**config.mk**
```make
export PLATFORM = sky130hd
export DESIGN_NAME = spi_slave_stream
export DESIGN_NICKNAME = d
export VERILOG_FILES = /design/src/rtl/spi_slave_stream.sv
export SDC_FILE = /design/constraint.sdc
export NUM_CORES = 1
export LEC_CHECK = 0
export ABC_AREA = 0
export CORE_MARGIN = 1.5
export CORE_UTILIZATION = 35
export DETAILED_ROUTE_END_ITERATION = 16
export GPL_TIMING_DRIVEN = 0
export PLACE_DENSITY = 0.54
export SLEW_MARGIN = 20
export SYNTH_ARGS = -nofsm -noshare
export SYNTH_HDL_FRONTEND = slang
export SYNTH_SLANG_ARGS = --single-unit
```
**constraint.sdc**
```tcl
create_clock -name clk -period 2.6 [get_ports clk]
set_clock_uncertainty 0.15 [all_clocks]
set_input_delay 0.52 -clock clk [delete_from_list [all_inputs] [get_ports clk]]
set_output_delay 0.52 -clock clk [all_outputs]
set_load 0.005 [all_outputs]
```
**src/rtl/spi_slave_stream.sv**
```systemverilog
// spi_slave_stream: SPI slave for all four SPI modes. Frames of back-to-back
// DATA_W-bit words are received into an RX FIFO with a valid/ready pop side.
// Transmit words are pulled one per word from a valid/ready source. When no
// word is offered, the slave sends IDLE_TX instead.
module spi_slave_stream #(
    parameter int                DATA_W     = 4,
    parameter int                FIFO_DEPTH = 4,
    parameter bit                CPOL       = 1'b0,
    parameter bit                CPHA       = 1'b0,
    parameter bit                MSB_FIRST  = 1'b1,
    parameter logic [DATA_W-1:0] IDLE_TX    = '0
) (
    input  logic                          clk,
    input  logic                          reset,
    input  logic                          sclk_in,
    input  logic                          mosi_in,
    input  logic                          ss_n_in,
    output logic                          miso_out,
    output logic [DATA_W-1:0]             rx_data_out,
    output logic                          rx_valid_out,
    input  logic                          rx_ready_in,
    input  logic [DATA_W-1:0]             tx_data_in,
    input  logic                          tx_valid_in,
    output logic                          tx_ready_out,
    output logic                          frame_active_out,
    output logic [$clog2(FIFO_DEPTH):0]   fifo_level_out,
    output logic                          overflow_out,
    output logic                          frame_err_out,
    input  logic                          clear_err_in
);

    localparam int PTR_W = $clog2(FIFO_DEPTH);
    localparam int LVL_W = PTR_W + 1;
    localparam int CNT_W = $clog2(DATA_W);
    localparam logic [CNT_W-1:0] LAST_BIT = CNT_W'(DATA_W - 1);
    localparam logic [LVL_W-1:0] FULL_LVL = LVL_W'(FIFO_DEPTH);

    typedef enum logic {IDLE, ACTIVE} state_t;

    // Synchroniser chains; sync3 holds the previous value for edge detection.
    logic sclk_sync1_reg, sclk_sync2_reg, sclk_sync3_reg;
    logic ss_sync1_reg, ss_sync2_reg, ss_sync3_reg;
    logic mosi_sync1_reg, mosi_sync2_reg;

    state_t            state_reg;
    logic [CNT_W-1:0]  bit_cnt_reg;
    logic [DATA_W-1:0] rx_shift_reg;
    logic [DATA_W-1:0] tx_shift_reg;
    logic              load_pending_reg;
    logic              miso_reg;
    logic              frame_active_reg;
    logic              frame_err_reg;

    logic [DATA_W-1:0] fifo_mem [FIFO_DEPTH];
    logic [PTR_W-1:0]  wr_ptr_reg, rd_ptr_reg;
    logic [LVL_W-1:0]  level_reg;
    logic              overflow_reg;

    // Decoded SPI events, valid for the one cycle after sync2 changes.
    logic sclk_edge, lead_edge, trail_edge, sample_edge, shift_edge;
    logic ss_fall, ss_rise;
    logic [DATA_W-1:0] tx_load_word, tx_shifted, rx_shifted;
    logic load_first_bit, shift_first_bit;
    logic load_now, push_now, push_ok, pop_now, fifo_full;

    assign sclk_edge   = sclk_sync2_reg ^ sclk_sync3_reg;
    assign lead_edge   = sclk_edge & (sclk_sync2_reg != CPOL);
    assign trail_edge  = sclk_edge & (sclk_sync2_reg == CPOL);
    assign sample_edge = CPHA ? trail_edge : lead_edge;
    assign shift_edge  = CPHA ? lead_edge : trail_edge;
    assign ss_fall     = ss_sync3_reg & ~ss_sync2_reg;
    assign ss_rise     = ~ss_sync3_reg & ss_sync2_reg;

    assign tx_load_word    = tx_valid_in ? tx_data_in : IDLE_TX;
    assign tx_shifted      = MSB_FIRST ? {tx_shift_reg[DATA_W-2:0], 1'b0}
                                       : {1'b0, tx_shift_reg[DATA_W-1:1]};
    assign rx_shifted      = MSB_FIRST ? {rx_shift_reg[DATA_W-2:0], mosi_sync2_reg}
                                       : {mosi_sync2_reg, rx_shift_reg[DATA_W-1:1]};
    assign load_first_bit  = MSB_FIRST ? tx_load_word[DATA_W-1] : tx_load_word[0];
    assign shift_first_bit = MSB_FIRST ? tx_shifted[DATA_W-1] : tx_shifted[0];

    // A TX load happens on frame entry (CPHA=0) or on the first shift edge
    // after a completed word; the source handshake is only offered then.
    assign load_now = reset &&
                      (((state_reg == IDLE) && ss_fall && !CPHA) ||
                       ((state_reg == ACTIVE) && !ss_rise && shift_edge && load_pending_reg));
    assign tx_ready_out = load_now & tx_valid_in;

    assign push_now  = reset && (state_reg == ACTIVE) && !ss_rise && sample_edge &&
                       (bit_cnt_reg == LAST_BIT);
    assign fifo_full = (level_reg == FULL_LVL);
    assign pop_now   = rx_valid_out & rx_ready_in;
    // A push into a full FIFO still fits when the head leaves in the same cycle.
    assign push_ok   = push_now & (~fifo_full | pop_now);

    assign rx_valid_out     = (level_reg != '0);
    assign rx_data_out      = rx_valid_out ? fifo_mem[rd_ptr_reg] : '0;
    assign fifo_level_out   = level_reg;
    assign overflow_out     = overflow_reg;
    assign frame_err_out    = frame_err_reg;
    assign miso_out         = miso_reg;
    assign frame_active_out = frame_active_reg;

    // Bring the asynchronous SPI pins into the clk domain.
    always_ff @(posedge clk) begin
        if (!reset) begin
            sclk_sync1_reg <= CPOL;
            sclk_sync2_reg <= CPOL;
            sclk_sync3_reg <= CPOL;
            ss_sync1_reg   <= 1'b1;
            ss_sync2_reg   <= 1'b1;
            ss_sync3_reg   <= 1'b1;
            mosi_sync1_reg <= 1'b0;
            mosi_sync2_reg <= 1'b0;
        end else begin
            sclk_sync1_reg <= sclk_in;
            sclk_sync2_reg <= sclk_sync1_reg;
            sclk_sync3_reg <= sclk_sync2_reg;
            ss_sync1_reg   <= ss_n_in;
            ss_sync2_reg   <= ss_sync1_reg;
            ss_sync3_reg   <= ss_sync2_reg;
            mosi_sync1_reg <= mosi_in;
            mosi_sync2_reg <= mosi_sync1_reg;
        end
    end

    // Frame FSM: bit counting, RX/TX shifting, MISO and framing error flag.
    always_ff @(posedge clk) begin
        if (!reset) begin
            state_reg        <= IDLE;
            bit_cnt_reg      <= '0;
            rx_shift_reg     <= '0;
            tx_shift_reg     <= '0;
            load_pending_reg <= 1'b0;
            miso_reg         <= 1'b0;
            frame_active_reg <= 1'b0;
            frame_err_reg    <= 1'b0;
        end else begin
            // Clear first so a same-cycle set below takes priority.
            if (clear_err_in) begin
                frame_err_reg <= 1'b0;
            end
            case (state_reg)
                IDLE: begin
                    if (ss_fall) begin
                        state_reg        <= ACTIVE;
                        frame_active_reg <= 1'b1;
                        bit_cnt_reg      <= '0;
                        rx_shift_reg     <= '0;
                        load_pending_reg <= CPHA;
                        if (!CPHA) begin
                            tx_shift_reg <= tx_load_word;
                            miso_reg     <= load_first_bit;
                        end else begin
                            miso_reg     <= 1'b0;
                        end
                    end
                end
                ACTIVE: begin
                    if (ss_rise) begin
                        state_reg        <= IDLE;
                        frame_active_reg <= 1'b0;
                        miso_reg         <= 1'b0;
                        if (bit_cnt_reg != '0) begin
                            frame_err_reg <= 1'b1;
                        end
                    end else if (sample_edge) begin
                        rx_shift_reg <= rx_shifted;
                        if (bit_cnt_reg == LAST_BIT) begin
                            bit_cnt_reg      <= '0;
                            load_pending_reg <= 1'b1;
                        end else begin
                            bit_cnt_reg <= bit_cnt_reg + 1'b1;
                        end
                    end else if (shift_edge) begin
                        if (load_pending_reg) begin
                            tx_shift_reg     <= tx_load_word;
                            miso_reg         <= load_first_bit;
                            load_pending_reg <= 1'b0;
                        end else begin
                            tx_shift_reg <= tx_shifted;
                            miso_reg     <= shift_first_bit;
                        end
                    end
                end
                default: state_reg <= IDLE;
            endcase
        end
    end

    // FIFO pointers, level and the sticky overflow flag.
    always_ff @(posedge clk) begin
        if (!reset) begin
            wr_ptr_reg   <= '0;
            rd_ptr_reg   <= '0;
            level_reg    <= '0;
            overflow_reg <= 1'b0;
        end else begin
            if (push_ok) begin
                wr_ptr_reg <= wr_ptr_reg + 1'b1;
            end
            if (pop_now) begin
                rd_ptr_reg <= rd_ptr_reg + 1'b1;
            end
            case ({push_ok, pop_now})
                2'b10:   level_reg <= level_reg + 1'b1;
                2'b01:   level_reg <= level_reg - 1'b1;
                default: level_reg <= level_reg;
            endcase
            if (push_now && fifo_full && !pop_now) begin
                overflow_reg <= 1'b1;
            end else if (clear_err_in) begin
                overflow_reg <= 1'b0;
            end
        end
    end

    // FIFO storage; contents need no reset because the level gates the read.
    always_ff @(posedge clk) begin
        if (push_ok) begin
            fifo_mem[wr_ptr_reg] <= rx_shifted;
        end
    end

endmodule

```
==> After elaboration in Yosys (flattened, before gate mapping) <==
Memory sizes are Yosys's and may differ from the RTL's. A register that Yosys moved wholly into a read port is not among the register bits.
Cells that the tools add are included.
{ "word_totals": {"regBits": 29, "ramBits": 16, "inputBits": 12, "out_inout_bits": 13, "word_cells": 123, "mem_count": 1} }
{ "op_classes": {"add_sub_neg": 5, "n_eq_ne": 14, "n_mux": 46, "bitwise": 14, "n_reduce_logical": 23} }
{ "mem_list": {"columns": ["name", "depth", "width", "read_ports", "rd_ports_with_merged_regs", "write_ports", "line_no", "source"], "rows": [
  ["fifo_mem", 4, 4, 1, 1, 1, "54", "logic [DATA_W-1:0] fifo_mem [FIFO_DEPTH];"]
]} }
{ "ops": {"columns": ["operator", "count"], "rows": [
  ["$mux 3", 8],
  ["$mux 1", 22],
  ["$pmux 3 s2", 3],
  ["$mux 2", 6],
  ["$logic_and 1x1->1", 11],
  ["$mux 4", 2],
  ["$pmux 1 s2", 4],
  ["$reduce_and 4->1", 2],
  ["$and 1x1->1", 7],
  ["$add 2x1->2 const B", 3],
  ["$ne 2x1->1 const B", 3],
  ["$ne 2x2->1 const B", 3],
  ["$ne 3x1->1 const B", 2],
  ["$ne 3x2->1 const B", 2],
  ["$reduce_and 3->1", 2],
  ["$reduce_bool 2->1", 3],
  ["$not 1->1", 5],
  ["$eq 2x2->1 const B", 2],
  ["$pmux 2 s2", 1],
  ["$add 3x1->3 const B", 1],
  ["$eq 3x3->1 const B", 1],
  ["$reduce_bool 3->1", 1],
  ["$sub 3x1->3 const B", 1],
  ["$eq 2x1->1 const B", 1],
  ["other kinds (5)", 6]
]} }

==> Longest topological paths before layout <==
Gate-level depths: netlist (run 1).
{ "depth": {"ltp_word": 9, "ltp_mapped": 9, "depth_no_buf": 9} }

==> Worst setup path after synthesis (run 1) <==
Ideal clock, no wire load.
{ "synth_path": {"path_type": "reg-to-reg", "start": "reg level_reg[0] (netlist: fifo_level_out[0])", "end": "reg level_reg[2] (netlist: fifo_level_out[2])", "setup_ps": 127, "t_arrival_ps": 2002, "t_required_ps": 2323, "slack_ps": 321, "stages_incl_launch_ff": 10, "n_path_buf": 1, "synth_period_minus_slack_ps": 2279, "cell_sequence": "dfxtp_1 or3_1 clkbuf_2 and2_4 nand2_1 fa_1 and4b_1 a31oi_1 o21ai_0 or3_1"} }
{ "synth_between": {"elab_chain_len": 6, "elab_cells_between_ends": 12, "cone_classes": "add/sub: 2; eq/ne: 3; mux: 1; bitwise: 4; reduce/logical: 2"} }
{ "synth_lines": {"columns": ["element", "line_no", "source"], "rows": [
  ["start: declaration", "56", "logic [LVL_W-1:0] level_reg;"],
  ["start signal: assignment", "206", "2'b10: level_reg <= level_reg + 1'b1;"],
  ["start signal: assignment", "207", "2'b01: level_reg <= level_reg - 1'b1;"],
  ["start signal: assignment", "208", "default: level_reg <= level_reg;"],
  ["$reduce_bool 3->1 (*)", "96", "assign rx_valid_out = (level_reg != '0);"],
  ["named net rx_valid_out", "20", "output logic rx_valid_out,"],
  ["$and 1x1->1 (*)", "92", "assign pop_now = rx_valid_out & rx_ready_in;"],
  ["$or 1x1->1", "94", "assign push_ok = push_now & (~fifo_full | pop_now);"],
  ["$and 1x1->1", "94", null],
  ["$eq 2x1->1 / $eq 2x2->1 (equally long branches)", "205", "case ({push_ok, pop_now})"],
  ["$pmux 3 s2 / $reduce_bool 2->1 (equally long branches)", null, null]
]} }
Mark *: on every way through the listed nets, which the timed path passes. The rest lies on a longest branch.
A chain may end at the register's enable or synchronous reset.

==> metrics.txt, run 1 <==
Top FF cell, synth=dfxtp_1; initial antenna violation count=0; Max Fclk=398 MHz; Max-cap violations=0; worst reg2reg path depth=9; ANT nets after route=0; most common cell after layout, fill and taps aside=dfxtp_1; core area=0.00599 mm²; register with the most flip-flops=fifo_mem; flop-to-flop setup slack=0.20 ns; Synth Instances=192; row count=28; port buffer count=24; Leak=0.951 nW; Antenna Cells=0; origin of the critical flop-to-flop path=fifo_level_out[2]$_SDFFE_PN0P_; Root Driver=clkbuf_8; period utilization=96.6%; initial core utilization=36.5%; Max Transition Viols Final=0; mux cell area share after synthesis=6.98%; sequential share of the synthesized area=50.4%; Min-Delay Path Depth=1; TritonRoute pass-1 iters=4; CP Launch Type=register; nets=246; post-route cell area=0.00267 mm²; Post-synth EDFFs=16; vias in the first global route=1,286; Remaining DRCs=0; Overall Power=0.00130 W; Adder-Cell Fraction of Synth Area=4.35%; power density cells=487 mW/mm²; share of cells above drive strength 1=17.5%; Synth Area per Inst=11.4 µm²; CP Max Fanout=4; dpl cells=291; max reg flops=16; crit path capture type=primary output; Worst slew margin=60.3%; chip width=82.0 µm; most frequent cells in the layout=dfxtp_1, clkdlybuf4s50_1, edfxtp_1; RSZ-0062 raised after global routing=no; CP Buf/Inv Count=1; XOR/XNOR share of the synthesized area=1.20%; P&R area growth vs syn=21.9%; DRT iter0 DRCs=77; Simple-Gate Fraction of Synth Area=23.6%; Worst Path Arrival=1.84 ns; Seq cells post-synth=47; Worst Path Required=1.93 ns; Chip Height=82.0 µm; grt total ovfl=0; Final Util=44.5%; WL final=4090 µm; min Tclk post-route=2.51 ns; gpl congestion=0.774; Clock Latency Late Sink=0.30 ns; maximum root-to-sink buffer count=2; GRT Total Usage=13.4%; CTS H-tree lvls=2; largest delay contributor family on the critical path=multiplexers; Synth Warn #=0; run status=completed; complex-gate fraction of the synthesized area=9.33%; maximum vdd drop=0.246 mV; Area after DPL=0.00252 mm²; largest family of logic cells by synthesized area=simple AND/OR/NAND/NOR gates; Setup CP Type=register to primary output; clock slew at reported path FFs=0.09 ns; Min-Delay Startpoint=ss_sync1_reg$_SDFF_PN1_; hold crit path type=register to register; leading area contributor after synthesis=dfxtp_1; ranking of synthesized cells by area=dfxtp_1, edfxtp_1, mux4_2; reg2reg end=fifo_level_out[2]$_SDFFE_PN0P_; IO Count=25; mapped cell area=0.00219 mm²; Setup-failing EPs final=0; CTS tree=done; syn nets=211; Vias/cell=4.80; synth unique cells=51; first-pass GRT wire length=6550 µm; max incr delay on CP=0.51 ns; CTS buffer count=5; Hold EP=ss_sync2_reg$_SDFF_PN1_; die area=0.00673 mm²; final count of hold timing violations=0; clk sinks=47; detailed-placement wirelength estimate=2880 µm; crit-path cells=mux4_2 > and2_2 > clkdlybuf4s50_1; wire length per cell=13.5 µm; Synth top area share=28.4%; Async S/R FF share, synth=0%; DR vias=1,454; critical path's slowest cell=mux4_2; Worst-Margin Slew=0.588 ns; Post-Layout Cell Count=303; largest net degree at the start of global routing=16
[metrics by stage]
stage | TNS, ns | hold slack (ns) | setup WS [ns]
after global placement | -0.745 | 0.238 | -0.444
after CTS | 0 | 0.271 | 0.0325
after detailed placement | -0.745 | 0.244 | -0.417
final | 0 | 0.266 | 0.0874
after global routing | 0 | 0.297 | 0.0102
after floorplan | 0 | 0.236 | 0.321
[worst max path at each step]
stage / to / slack [ns] / startpoint / depth (start not counted)
global placement: tx_ready_out / -0.44 / reset / 6
finish: rx_data_out[0] / 0.09 / register / 3
floorplan: fifo_level_out[2]$_SDFFE_PN0P_ / 0.32 / fifo_level_out[0]$_SDFFE_PN0P_ / 9
detailed placement: tx_ready_out / -0.42 / reset / 6
CTS: rx_data_out[0] / 0.03 / register / 3
global route: fifo_level_out[2]$_SDFFE_PN0P_ / 0.01 / fifo_level_out[2]$_SDFFE_PN0P_ / 9
[layout make-up]
cell class | instances | area (µm²)
clock inverter | 2 | 16.3
clock buffer | 6 | 72.6
timing repair buffer | 28 | 269
inverter | 11 | 41.3
fill | 561 | 3330
sequential | 47 | 1110
buffer | 8 | 61.3
multi-input combinational | 126 | 1000
tap | 75 | 93.8
[synthesized netlist by cell type, types with 3 or more instances]
cell type / instances
dfxtp_1: 31
edfxtp_1: 16
nand2_1: 15
and2_1: 13
inv_1: 11
a21boi_0: 8
nor2b_1: 7
ha_1: 6
nand2b_1: 5
nand3_1: 5
nand4_1: 5
and2_2: 4
clkbuf_1: 4
mux2i_1: 4
mux4_2: 4
nand3b_1: 4
nor2_1: 4
o21ai_0: 3
xnor2_1: 3
[cell families (layout without fill, tap and decap cells)]
group | Yosys count | in the layout
AND/OR/NAND/NOR | 79 | 79
AO/OA/AOI/OAI | 28 | 28
adder cells (fa/ha/maj) | 7 | 7
XOR/XNOR | 3 | 3
flip-flops | 47 | 47
buffers and inverters | 19 | 55
multiplexers | 9 | 9
[layer usage]
| metal | share of wire [%] | routed length, µm | up-vias | GRT usage, % |
|---|---|---|---|---|
| met3 | 3.4 | 139 | 7 | 3.78 |
| met5 | 0 | 0 | - | 0 |
| met4 | 1.4 | 59 | 0 | 4.58 |
| li1 | - | - | 751 | - |
| met2 | 45 | 1820 | 25 | 20.3 |
| met1 | 51 | 2070 | 671 | 18.2 |
[worst reg2reg max path, cell delays in order, from the launching register on]
cell and delay, ns:
dfxtp_1 0.38, or3_1 0.35, buf_2 0.18, and2_4 0.19, nand2_1 0.08, fa_2 0.24, nand2_1 0.06, or4b_1 0.45
a21boi_0 0.15, or3_1 0.13
[power breakdown]
group	switching [W]	internal [W]	total, W
clock network	0.000249	0.000193	0.000443
logic	0.0000388	0.0000461	0.0000849
registers	0.00000687	0.000764	0.000771
[timing repair]
| action | in CTS | in global routing |
|---|---|---|
| resized for setup | 6 | 9 |
| pin swaps | 0 | 1 |
| hold buffers | 0 | 0 |
| cloned | 0 | 0 |
| setup buffers | 0 | 4 |
| setup endpoints to repair | 5 | 6 |
(Power assumes the default switching activity.)
==> run 2, diff against run 1 <==
CORE_MARGIN = 4   (was 1.5)
clock period = 2.4 ns   (was 2.6 ns; I/O delays follow)
==> run 2 against run 1 <==
  * Worst setup slack got worse by 0.024 ns
  * Sequential cell count did not move
  * Sequential power rose by 7.9%
  * Core utilization rose by 2.6 points
  * Clock power rose by 37%
  * Combinational power rose by 7.9%
  * Critical endpoint unchanged
  * Highest routed layer unchanged
==> metrics.txt, run 2 (same netlist as run 1, synthesis figures left out) <==
P&R area growth vs syn=29.0%; largest net degree at the start of global routing=16; Remaining DRCs=0; GRT Total Usage=12.0%; CTS buffer count=5; grt total ovfl=0; DR vias=1,497; Max-cap violations=0; nets=253; gpl congestion=0.726; vias in the first global route=1,444; detailed-placement wirelength estimate=2930 µm; port buffer count=24; most frequent cells in the layout=dfxtp_1, edfxtp_1, clkdlybuf4s50_1; CTS H-tree lvls=2; Worst Path Required=1.77 ns; Antenna Cells=0; final count of hold timing violations=0; ANT nets after route=0; Root Driver=clkbuf_8; cts-stage hold buffer count=0; TritonRoute pass-1 iters=6; hold crit path type=register to register; IO Count=25; clock slew at reported path FFs=0.09 ns; CP Max Fanout=4; power density cells=543 mW/mm²; Chip Height=87.0 µm; worst reg2reg path depth=8; run status=completed; chip width=87.0 µm; Vias/cell=4.83; Max Fclk=428 MHz; DRT iter0 DRCs=86; crit path capture type=primary output; worst setup margin=0.0630 ns; maximum root-to-sink buffer count=2; Worst Path Arrival=1.71 ns; most common cell after layout, fill and taps aside=dfxtp_1; core area=0.00599 mm²; die area=0.00757 mm²; max reg flops=16; Setup CP Type=register to primary output; RSZ-0062 raised after global routing=yes; maximum vdd drop=0.307 mV; Clock Latency Late Sink=0.30 ns; Place WS=-0.522 ns; wire length per cell=13.9 µm; CTS tree=done; clk sinks=47; Post-Layout Cell Count=310; Max Transition Viols Final=0; CP Launch Type=register; WL final=4310 µm; row count=28; dpl cells=291; Worst slew margin=58.5%; first-pass GRT wire length=6980 µm; share of cells above drive strength 1=24.7%; Setup-failing EPs final=0; Min-Delay Path Depth=1; Worst-Margin Slew=0.613 ns; Leak=1.07 nW; initial antenna violation count=0; period utilization=97.4%; min Tclk post-route=2.34 ns; initial core utilization=36.5%; register with the most flip-flops=fifo_mem; setup TNS=0 ns
-- run 2: what timing repair did --
| action | in CTS | in global routing |
|---|---|---|
| buffers inserted | 6 | 6 |
| gates resized for setup | 27 | 18 |
| pin swaps | 2 | 6 |
| endpoints found under the setup margin | 6 | 5 |
-- run 2: final cells by class --
class / instances / area (µm²)
Fill cell: 585 / 3170
Sequential cell: 47 / 1120
Multi-Input combinational cell: 126 / 1050
Timing Repair Buffer: 36 / 324
Tap cell: 75 / 93.8
Clock buffer: 6 / 82.6
Buffer: 7 / 66.3
Inverter: 11 / 41.3
Clock inverter: 2 / 38.8
-- run 2: power breakdown --
| part | switching [W] | internal [W] | total [W] |
|---|---|---|---|
| Sequential | 0.00000761 | 0.000825 | 0.000832 |
| Combinational | 0.0000427 | 0.0000489 | 0.0000916 |
| Clock | 0.000265 | 0.000343 | 0.000608 |
-- run 2: metal layers --
metal	global-route usage, %	share of wire, %	vias to the layer above
li1	-	-	765
met1	16.2	47	693
met2	18.6	47	33
met3	3.12	4.7	6
met4	4.39	1.5	0
met5	0	0	-
-- run 2: critical path, stage by stage, from the launching register on --
cell           delay (ns)
dfxtp_4              0.38
buf_4                0.11
mux4_2               0.48
and2_2               0.19
dlygate4sd2_1        0.26
-- run 2: final timing paths --
path	endpoint	start	slack (ns)
worst min-delay path	ss_sync2_reg$_SDFF_PN1_	ss_sync1_reg$_SDFF_PN1_	0.27
worst max-delay path	rx_data_out[0]	register	0.06
worst max register to register	fifo_level_out[2]$_SDFFE_PN0P_	fifo_level_out[2]$_SDFFE_PN0P_	0.09
worst min register to register	ss_sync2_reg$_SDFF_PN1_	ss_sync1_reg$_SDFF_PN1_	0.27
-- run 2: stage by stage --
stage	utilization [%]	cell area (µm²)	hold slack, ns	total power (W)
after CTS	45.7	2740	0.275	0.00155
after global placement	42.1	2520	0.239	0.000940
after detailed placement	42.1	2520	0.254	0.000941
final	47.1	2820	0.269	0.00153
after global routing	47.1	2820	0.312	0.00160
after floorplan	-	2190	0.236	0.000898
